File: config.mk
export PLATFORM = sky130hd
export DESIGN_NAME = csv_field_parser
export DESIGN_NICKNAME = d
export VERILOG_FILES = /design/src/rtl/csv_field_parser.sv
export SDC_FILE = /design/constraint.sdc
export NUM_CORES = 1
export LEC_CHECK = 0
export CAP_MARGIN = 10
export CORE_MARGIN = 2
export CORE_UTILIZATION = 52
export CTS_CLUSTER_DIAMETER = 100
export DETAILED_ROUTE_END_ITERATION = 8
export DONT_BUFFER_PORTS = 1
export PLACE_DENSITY_LB_ADDON = 0.2
export SETUP_SLACK_MARGIN = 0.3
export SLEW_MARGIN = 20
export SYNTH_ARGS = -nofsm -noshare
export SYNTH_HDL_FRONTEND = slang
export SYNTH_SLANG_ARGS = --single-unit
File: constraint.sdc
create_clock -name clk -period 4 [get_ports clk]
set_clock_uncertainty 0.05 [all_clocks]
set_input_delay 0.8 -clock clk [delete_from_list [all_inputs] [get_ports clk]]
set_output_delay 0.8 -clock clk [all_outputs]
set_load 0.01 [all_outputs]
File: src/rtl/csv_field_parser.sv
// csv_field_parser
// Streaming CSV tokenizer with RFC-4180 quoting. Bytes arrive on a valid/ready
// input and leave as one-byte tokens tagged with column index and
// end-of-field / end-of-record / empty-field markers.
//
// Ports:
//   clk, rst_n              clock, asynchronous active-low reset
//   in_data/in_valid/in_ready      input byte stream
//   out_data/out_valid/out_ready   output token stream
//   out_col                 column index of the token
//   out_eof/out_eor         last byte of field / last byte of record
//   out_empty               zero-length field token (out_data is 0)
//   err_clr                 clears the sticky error flags
//   err_quote/err_cols      sticky: bad byte after closing quote / too many columns
//   rec_count/fld_count     completed record / field counters
//
// Optional feature macro: CSV_STATS_EN adds rec_count and fld_count.
module csv_field_parser #(
    parameter logic [7:0] DELIM    = 8'h2C,
    parameter logic [7:0] QUOTE    = 8'h22,
    parameter int         MAX_COLS = 8,
    parameter int         COL_W    = $clog2(MAX_COLS)
) (
    input  logic             clk,
    input  logic             rst_n,
    input  logic [7:0]       in_data,
    input  logic             in_valid,
    output logic             in_ready,
    output logic [7:0]       out_data,
    output logic             out_valid,
    input  logic             out_ready,
    output logic [COL_W-1:0] out_col,
    output logic             out_eof,
    output logic             out_eor,
    output logic             out_empty,
    input  logic             err_clr,
    output logic             err_quote,
`ifdef CSV_STATS_EN
    output logic [31:0]      rec_count,
    output logic [31:0]      fld_count,
`endif
    output logic             err_cols
);

    localparam logic [7:0]       LF       = 8'h0A;
    localparam logic [7:0]       CR       = 8'h0D;
    localparam logic [COL_W-1:0] LAST_COL = COL_W'(MAX_COLS - 1);

    typedef enum logic [1:0] {START, UNQ, QUO, QSEEN} state_t;

    state_t           state_q, state_d;
    logic [7:0]       p_data_q, p_data_d;
    logic             p_valid_q, p_valid_d;
    logic [COL_W-1:0] col_q, col_d;
    logic             o_valid_q, o_valid_d;
    logic [7:0]       o_data_q, o_data_d;
    logic [COL_W-1:0] o_col_q, o_col_d;
    logic             o_eof_q, o_eof_d;
    logic             o_eor_q, o_eor_d;
    logic             o_empty_q, o_empty_d;
    logic             err_quote_q, err_quote_d;
    logic             err_cols_q, err_cols_d;

    logic accept;
    logic out_fire;
    logic is_data;
    logic is_term;
    logic is_eor;
    logic quote_evt;
    logic cols_evt;

    // O is free to take a new token when empty or being drained this cycle.
    assign in_ready = !o_valid_q || out_ready;
    assign accept   = in_valid && in_ready;
    assign out_fire = o_valid_q && out_ready;

    // Classify the accepted byte, then apply the shared "data byte" and
    // "field terminator" actions, which are identical across states.
    always_comb begin
        state_d     = state_q;
        p_data_d    = p_data_q;
        p_valid_d   = p_valid_q;
        col_d       = col_q;
        o_valid_d   = out_fire ? 1'b0 : o_valid_q;
        o_data_d    = o_data_q;
        o_col_d     = o_col_q;
        o_eof_d     = o_eof_q;
        o_eor_d     = o_eor_q;
        o_empty_d   = o_empty_q;
        is_data     = 1'b0;
        is_term     = 1'b0;
        is_eor      = 1'b0;
        quote_evt   = 1'b0;
        cols_evt    = 1'b0;

        if (accept) begin
            case (state_q)
                START: begin
                    if (in_data == QUOTE) begin
                        state_d = QUO;
                    end else if (in_data == DELIM) begin
                        is_term = 1'b1;
                    end else if (in_data == LF) begin
                        is_term = 1'b1;
                        is_eor  = 1'b1;
                    end else if (in_data != CR) begin
                        is_data = 1'b1;
                        state_d = UNQ;
                    end
                end
                UNQ: begin
                    if (in_data == DELIM) begin
                        is_term = 1'b1;
                    end else if (in_data == LF) begin
                        is_term = 1'b1;
                        is_eor  = 1'b1;
                    end else if (in_data != CR) begin
                        is_data = 1'b1;
                    end
                end
                QUO: begin
                    if (in_data == QUOTE) begin
                        state_d = QSEEN;
                    end else begin
                        is_data = 1'b1;
                    end
                end
                default: begin
                    if (in_data == QUOTE) begin
                        is_data = 1'b1;
                        state_d = QUO;
                    end else if (in_data == DELIM) begin
                        is_term = 1'b1;
                    end else if (in_data == LF) begin
                        is_term = 1'b1;
                        is_eor  = 1'b1;
                    end else if (in_data != CR) begin
                        quote_evt = 1'b1;
                        is_data   = 1'b1;
                        state_d   = UNQ;
                    end
                end
            endcase
        end

        // A new data byte pushes the previously held byte out as a plain token.
        if (is_data) begin
            if (p_valid_q) begin
                o_valid_d = 1'b1;
                o_data_d  = p_data_q;
                o_col_d   = col_q;
                o_eof_d   = 1'b0;
                o_eor_d   = 1'b0;
                o_empty_d = 1'b0;
            end
            p_data_d  = in_data;
            p_valid_d = 1'b1;
        end

        // Terminator flushes the held byte with eof, or an empty token if none.
        if (is_term) begin
            o_valid_d = 1'b1;
            o_data_d  = p_valid_q ? p_data_q : 8'h00;
            o_col_d   = col_q;
            o_eof_d   = 1'b1;
            o_eor_d   = is_eor;
            o_empty_d = !p_valid_q;
            p_valid_d = 1'b0;
            state_d   = START;
            if (is_eor) begin
                col_d = '0;
            end else if (col_q == LAST_COL) begin
                cols_evt = 1'b1;
            end else begin
                col_d = col_q + COL_W'(1);
            end
        end

        // A new error event wins over a simultaneous clear.
        err_quote_d = (err_quote_q && !err_clr) || quote_evt;
        err_cols_d  = (err_cols_q && !err_clr) || cols_evt;
    end

    // Parser state, pending byte, output token and error flags.
    always_ff @(posedge clk or negedge rst_n) begin
        if (!rst_n) begin
            state_q     <= START;
            p_data_q    <= 8'h00;
            p_valid_q   <= 1'b0;
            col_q       <= '0;
            o_valid_q   <= 1'b0;
            o_data_q    <= 8'h00;
            o_col_q     <= '0;
            o_eof_q     <= 1'b0;
            o_eor_q     <= 1'b0;
            o_empty_q   <= 1'b0;
            err_quote_q <= 1'b0;
            err_cols_q  <= 1'b0;
        end else begin
            state_q     <= state_d;
            p_data_q    <= p_data_d;
            p_valid_q   <= p_valid_d;
            col_q       <= col_d;
            o_valid_q   <= o_valid_d;
            o_data_q    <= o_data_d;
            o_col_q     <= o_col_d;
            o_eof_q     <= o_eof_d;
            o_eor_q     <= o_eor_d;
            o_empty_q   <= o_empty_d;
            err_quote_q <= err_quote_d;
            err_cols_q  <= err_cols_d;
        end
    end

    assign out_valid = o_valid_q;
    assign out_data  = o_data_q;
    assign out_col   = o_col_q;
    assign out_eof   = o_eof_q;
    assign out_eor   = o_eor_q;
    assign out_empty = o_empty_q;
    assign err_quote = err_quote_q;
    assign err_cols  = err_cols_q;

`ifdef CSV_STATS_EN
    logic [31:0] rec_count_q, rec_count_d;
    logic [31:0] fld_count_q, fld_count_d;

    // Counters advance when the token actually leaves, not when it is formed.
    always_comb begin
        rec_count_d = rec_count_q;
        fld_count_d = fld_count_q;
        if (out_fire && o_eor_q) begin
            rec_count_d = rec_count_q + 32'd1;
        end
        if (out_fire && o_eof_q) begin
            fld_count_d = fld_count_q + 32'd1;
        end
    end

    always_ff @(posedge clk or negedge rst_n) begin
        if (!rst_n) begin
            rec_count_q <= 32'd0;
            fld_count_q <= 32'd0;
        end else begin
            rec_count_q <= rec_count_d;
            fld_count_q <= fld_count_d;
        end
    end

    assign rec_count = rec_count_q;
    assign fld_count = fld_count_q;
`endif

endmodule

**Yosys cells after proc, flatten, opt, wreduce, memory -nomap -nowiden**

Index checks and enable logic that the tools add are counted.

- Output and inout port bits: 18
- Input bits: 13
- Word-level logic and storage cells: 94
- Register bits: 31

- Mux-type cells: 50
- Eq/ne operators: 12
- Reduce and logical (&&, ||, !) cells: 19
- $add $sub $neg: 1

Operator list:

| cell | number |
|---|---|
| 8-bit two-way mux | 4 |
| 1-bit two-way mux | 30 |
| 8-bit by 6-bit == test with 1-bit output, second input constant | 2 |
| 3-bit two-way mux | 5 |
| 2-bit two-way mux | 7 |
| 8-bit by 4-bit == test with 1-bit output, second input constant | 1 |
| 8-bit by 4-bit != test with 1-bit output, second input constant | 1 |
| 3-bit by 2-bit != test with 1-bit output, second input constant | 2 |
| 6-bit AND reduction | 1 |
| 2-bit nonzero test | 3 |
| 1-bit logical AND | 4 |
| 2-bit != test, second input constant | 2 |
| 1-bit one-hot mux with 2 select lines | 2 |
| 2-bit one-hot mux with 2 select lines | 1 |
| 2-bit AND reduction | 2 |
| 3-bit by 1-bit adder with 3-bit output, second input constant | 1 |
| 3-bit == test, second input constant | 1 |
| 1-bit logical NOT | 3 |
| 1-bit logical OR | 3 |
| 3-bit != test, second input constant | 1 |
| 1-bit one-hot mux with 3 select lines | 1 |
| 3-bit nonzero test | 1 |
| 3-bit OR reduction | 1 |
| 2-bit by 1-bit == test with 1-bit output, second input constant | 1 |
| other kinds (2) | 2 |

**Logic depth before layout (Yosys ltp)**

- Word-level depth: 9
- Depth in mapped cells: 8
- Gate-level depth less buffers: 7

**Worst setup path after synthesis**

OpenSTA, ideal clock, no wires.

- Path type: input to register
- Start: in in_data[4]
- End: reg o_col_q[1], in the netlist out_col[1]
- Data required time: 3,825 ps
- Arrival time: 2,412 ps
- Setup time: 125 ps
- Stages: 6
- Slack: 1,413 ps
- Path buffers: 1
- Path through: or4b_4 a21oi_1 a2111oi_1 a211oi_2 buf_6 mux2_4

- Longest elaborated chain between the ends: 9
- Elaborated cells between the ends (all ways): 21
- Those cells by class: eq/ne (4); mux (14); reduce/logical (3)

Ends and longest elaborated chain:

| element | line | source |
|---|---|---|
| from (decl) | 26 | `input logic [7:0] in_data,` |
| 8-bit by 4-bit != test with 1-bit output | 106, 117, 137 |  |
| 1-bit two-way mux | 106, 117, 137 |  |
| 1-bit two-way mux | 134 | `end else if (in_data == LF) begin` |
| 1-bit two-way mux | 132 | `end else if (in_data == DELIM) begin` |
| 1-bit two-way mux (on tied branches) | 129, 99 |  |
| 1-bit one-hot mux with 3 select lines | 97 | `case (state_q)` |
| 1-bit two-way mux | 96 | `if (accept) begin` |
| 2-bit nonzero test (no line) | - |  |
| 2-bit AND reduction (no line) | - |  |
| to (signal assigned) | 206 | `o_col_q <= o_col_d;` |
| to (decl) | 57 | `logic [COL_W-1:0] o_col_q, o_col_d;` |

Parallel ways exist; a longest one is shown, timed or not.
A chain may end at the register's enable or synchronous reset.

**Final worst setup path**

- Start: in in_data[4]
- End: reg o_col_q[2], in the netlist out_col[2]

The elaborated chain is that of the path after synthesis.

==> results list <==
* Global route overflow: 0
- In the routed design, unresolved DRC markers number 0.
* CTS H-tree depth: 2
* Highest routed layer: met4
- The number of antenna diodes in the final layout is 0.
* Cell type contributing the most total cell area after synthesis: dfrtp_1
- Placer Congestion: 0.888
- The signal on the critical path passes through or4b_4 -> a21oi_1 -> a2111oi_1 -> a211oi_2 -> buf_4 -> mux2_2.
* Synth warnings: 0
- Slowest cell on crit path: or4b_4
* Synth Cell Area: 1500 um2
* Slew Limit Fails: 0
- Of the cells placed in the final design, the portion with a size suffix greater than 1 is 0.303.
* Gate count of the mapped netlist: 115
- In this run, synthesis produced a sequential element count of 31.
- In the final layout, the multi-input gates occupy 689 um2.
* Routed wire per std cell: 19.0 um
- Final-report setup violation count: 0
* Setup TNS after final layout: 0 ns
* Slew at the pin with the worst max-slew slack: 0.639 ns
* Floorplan row count: 19
- Worst VDD drop: 0.346 mV
- Post-Syn Area per Cell: 13.0 um2
- Setup slack on the worst reg-to-reg path comes out at 1.41 ns.
* Storage cell area: 776 um2
* Number of vias per cell: 6.52
- Number of DRC markers after the initial detailed-route iteration: 19
* Vias in the first global route: 991
* Fmax: 0.377 GHz
- The internal portion of the total power is 520 uW.
- After clock tree synthesis, the clock-pin slew on the worst setup and hold paths is 0.09 ns.
* IO Port Bufs: 0
- In the synthesized netlist the async set-or-reset flop fraction comes to 1.00.
- Dividing total power by cell area gives a power density of 448 nW/um2.
- Number of placed I/O pins: 31
- The first detailed-routing pass ran for 4 iterations.
- Clock Power Share: 0.289
- In this run the worst hold path is classified as in -> async.
- In this run, CTS created clock tree buffers numbering 5.
* Total setup buffers inserted after CTS: 0
- Yosys cell types: 43
- Syn Nets: 134
- Setup repair after global routing left no endpoint under its margin.
* Post-detailed-route count of antenna-violating nets: 0
- Clock tree buffer depth: 2
- Main flop type after synthesis: dfrtp_1
- The worst setup path is of the in -> reg kind.
- Of the total power, combinational logic draws 0.155.
- Half-perimeter wire length after detailed placement: 2230 um
- Net switching power: 195 uW
- The first global-routing pass estimated 4920 um of wire.
- Maximum number of pins on one net before global-route repair: 32
- The run finished with clean final reports.
- Total Die Area: 3320 um2
- In the global route stage, overall resource usage came out at 0.202.
- At the later pin of the worst-skew pair, clock insertion delay measures 0.33 ns.
- For this run, the slowest stage of the critical path takes 0.57 ns.
- Time the worst path needs with I/O delays and setup: 2.66 ns
- Area fraction of the dominant cell type after synthesis: 0.518
- Wires add up to 2910 um.
* Share of total power in sequential cells: 0.556
- The filler cells instantiated in the layout total 215.
- Dividing the final minimum period by the clock period gives 0.664.
* Antenna violations before repair: 0
- WL met1: 1260 um
- For this configuration, the core starts out at a cell density of 0.547.
- In the final design database the tool counted 140 nets.
* Critical Path Sink Type: flip-flop
* Number of sinks handled by clock tree synthesis: 31
- Highest fanout seen on the critical path: 7
* Detail Route met2 WL: 1360 um
- Ranked by total cell area, the synthesized netlist is headed by dfrtp_1, mux2_2, a22o_2.
- Critical Path RT: 4.17 ns
- Fraction of power spent switching nets: 0.273
- Summing over every cut layer, the via total after detailed routing is 998.
* Count of max-cap constraint violations: 0
* Arr. time, crit path: 2.83 ns
- Total Power Consumption: 715 uW
* Final-report hold violation count: 0
- Die Span X: 57.6 um
- Leakage power total: 0.000705 uW
- CTS tree: yes
- Hold buffers post-CTS: 0
- Number of gates given a new drive strength after cts: 0
- Counting flops with a built-in enable in the synthesized netlist gives 0.
- Met3 routed WL: 207 um
- The core region is 2730 um2.
* Chip height: 57.6 um
- The tree is rooted in a clkbuf_4.
* Area growth, synth to finish: 6.61%
- Share of synthesized area occupied by flip-flops and latches: 0.518
- The worst setup path is launched from an input pin.
- Measured against its own limit, the worst slew margin works out to 0.571.
-- cells in the final DEF (no fill, tap or decap), drive strengths merged, types with 3 or more instances in the layout --
| cell type | netlist | routed |
|---|---|---|
| inv | 4 | 4 |
| a211oi | 4 | 4 |
| o21ai | 3 | 3 |
| ha | 6 | 6 |
| dfrtp | 31 | 31 |
| clkbuf | 0 | 8 |
| a22o | 10 | 10 |
| nor2 | 5 | 5 |
| mux2 | 12 | 12 |
| a21oi | 4 | 4 |
-- metrics by stage --
step	util	std cells	cell area [um2]	worst slack [ns]	hold WS (ns)
after floorplan	-	115	1500	1.41	0.415
after global placement	0.558	145	1530	1.12	0.424
after detailed placement	0.558	145	1530	0.979	0.428
after CTS	0.584	153	1600	1.35	0.0763
after global routing	0.584	153	1600	1.28	0.0643
final	0.584	153	1600	1.34	0.0976
-- final timing paths --
path | start | end | cells past startpoint
worst max-delay path | in_data[4] | out_col[2]$_DFFE_PN0P_ | 6
worst min-delay path | rst_n | out_col[2]$_DFFE_PN0P_ | 0
worst max register to register | state_q[0]$_DFFE_PN0P_ | out_col[1]$_DFFE_PN0P_ | 8
worst min register to register | p_data_q[4]$_DFFE_PN0P_ | out_data[4]$_DFFE_PN0P_ | 1
max in group asynchronous | rst_n | out_data[6]$_DFFE_PN0P_ | 0
min in group clk | p_data_q[4]$_DFFE_PN0P_ | out_data[4]$_DFFE_PN0P_ | 1
-- kinds of logic (layout without fill, tap and decap cells) --
| logic type | Yosys count | after routing | share of synthesized area |
|---|---|---|---|
| compound gates | 34 | 34 | 0.205 |
| flops | 31 | 31 | 0.518 |
| simple gates | 25 | 25 | 0.107 |
| mux | 12 | 12 | 0.0928 |
| fa+ha+maj | 6 | 6 | 0.0502 |
| buf+inv | 6 | 13 | 0.0209 |
| xor+xnor | 1 | 1 | 0.00585 |
-- state kept, by name, summed over array words and instances, names as in the netlist --
name,cells
out_empty,1
out_valid,1
p_data_q,8
p_valid_q,1
out_data,8
err_cols,1
err_quote,1
out_eor,1
col_q,3
out_eof,1
out_col,3
state_q,2
-- power by group through the flow --
stage	sequential (uW)	clock [uW]	combinational, uW
6_report	397	207	111
5_1_grt	403	230	122
4_1_cts	399	213	112
3_5_place_dp	405	0	112
3_3_place_gp	403	0	106
2_1_floorplan	396	0	94.8
-- routing by layer --
layer,global-route usage,up-vias
met5,0,-
met1,0.252,501
met2,0.300,37
li1,-,450
met3,0.0871,10
met4,0.0997,0
-- cell usage after synthesis, types with 2 or more instances --
master    number
nor2_1         4
a21oi_1        4
nand2_1        2
a32o_1         2
dfrtp_1       31
nand3b_1       2
a22o_1         2
inv_1          4
o21ai_0        3
a22o_2         8
a211oi_1       3
nor2b_1        2
ha_1           6
nor3_1         2
mux2_2        11
nand2b_1       2
-- layout make-up --
class,count,share of cell area
flip-flops and latches,31,0.486
multi-input cells,78,0.432
clock buffers,8,0.0431
well taps,31,0.0243
inverters,4,0.00941
repair buffers,1,0.00471
-- critical path: cells and delay by family --
family,cells,cell delay [ns]
AOI/OAI and AO/OA,3,0.85
muxes,1,0.35
buffers and inverters,1,0.26
and+or+nand+nor,1,0.57
Power figures use the tool's default switching activity.
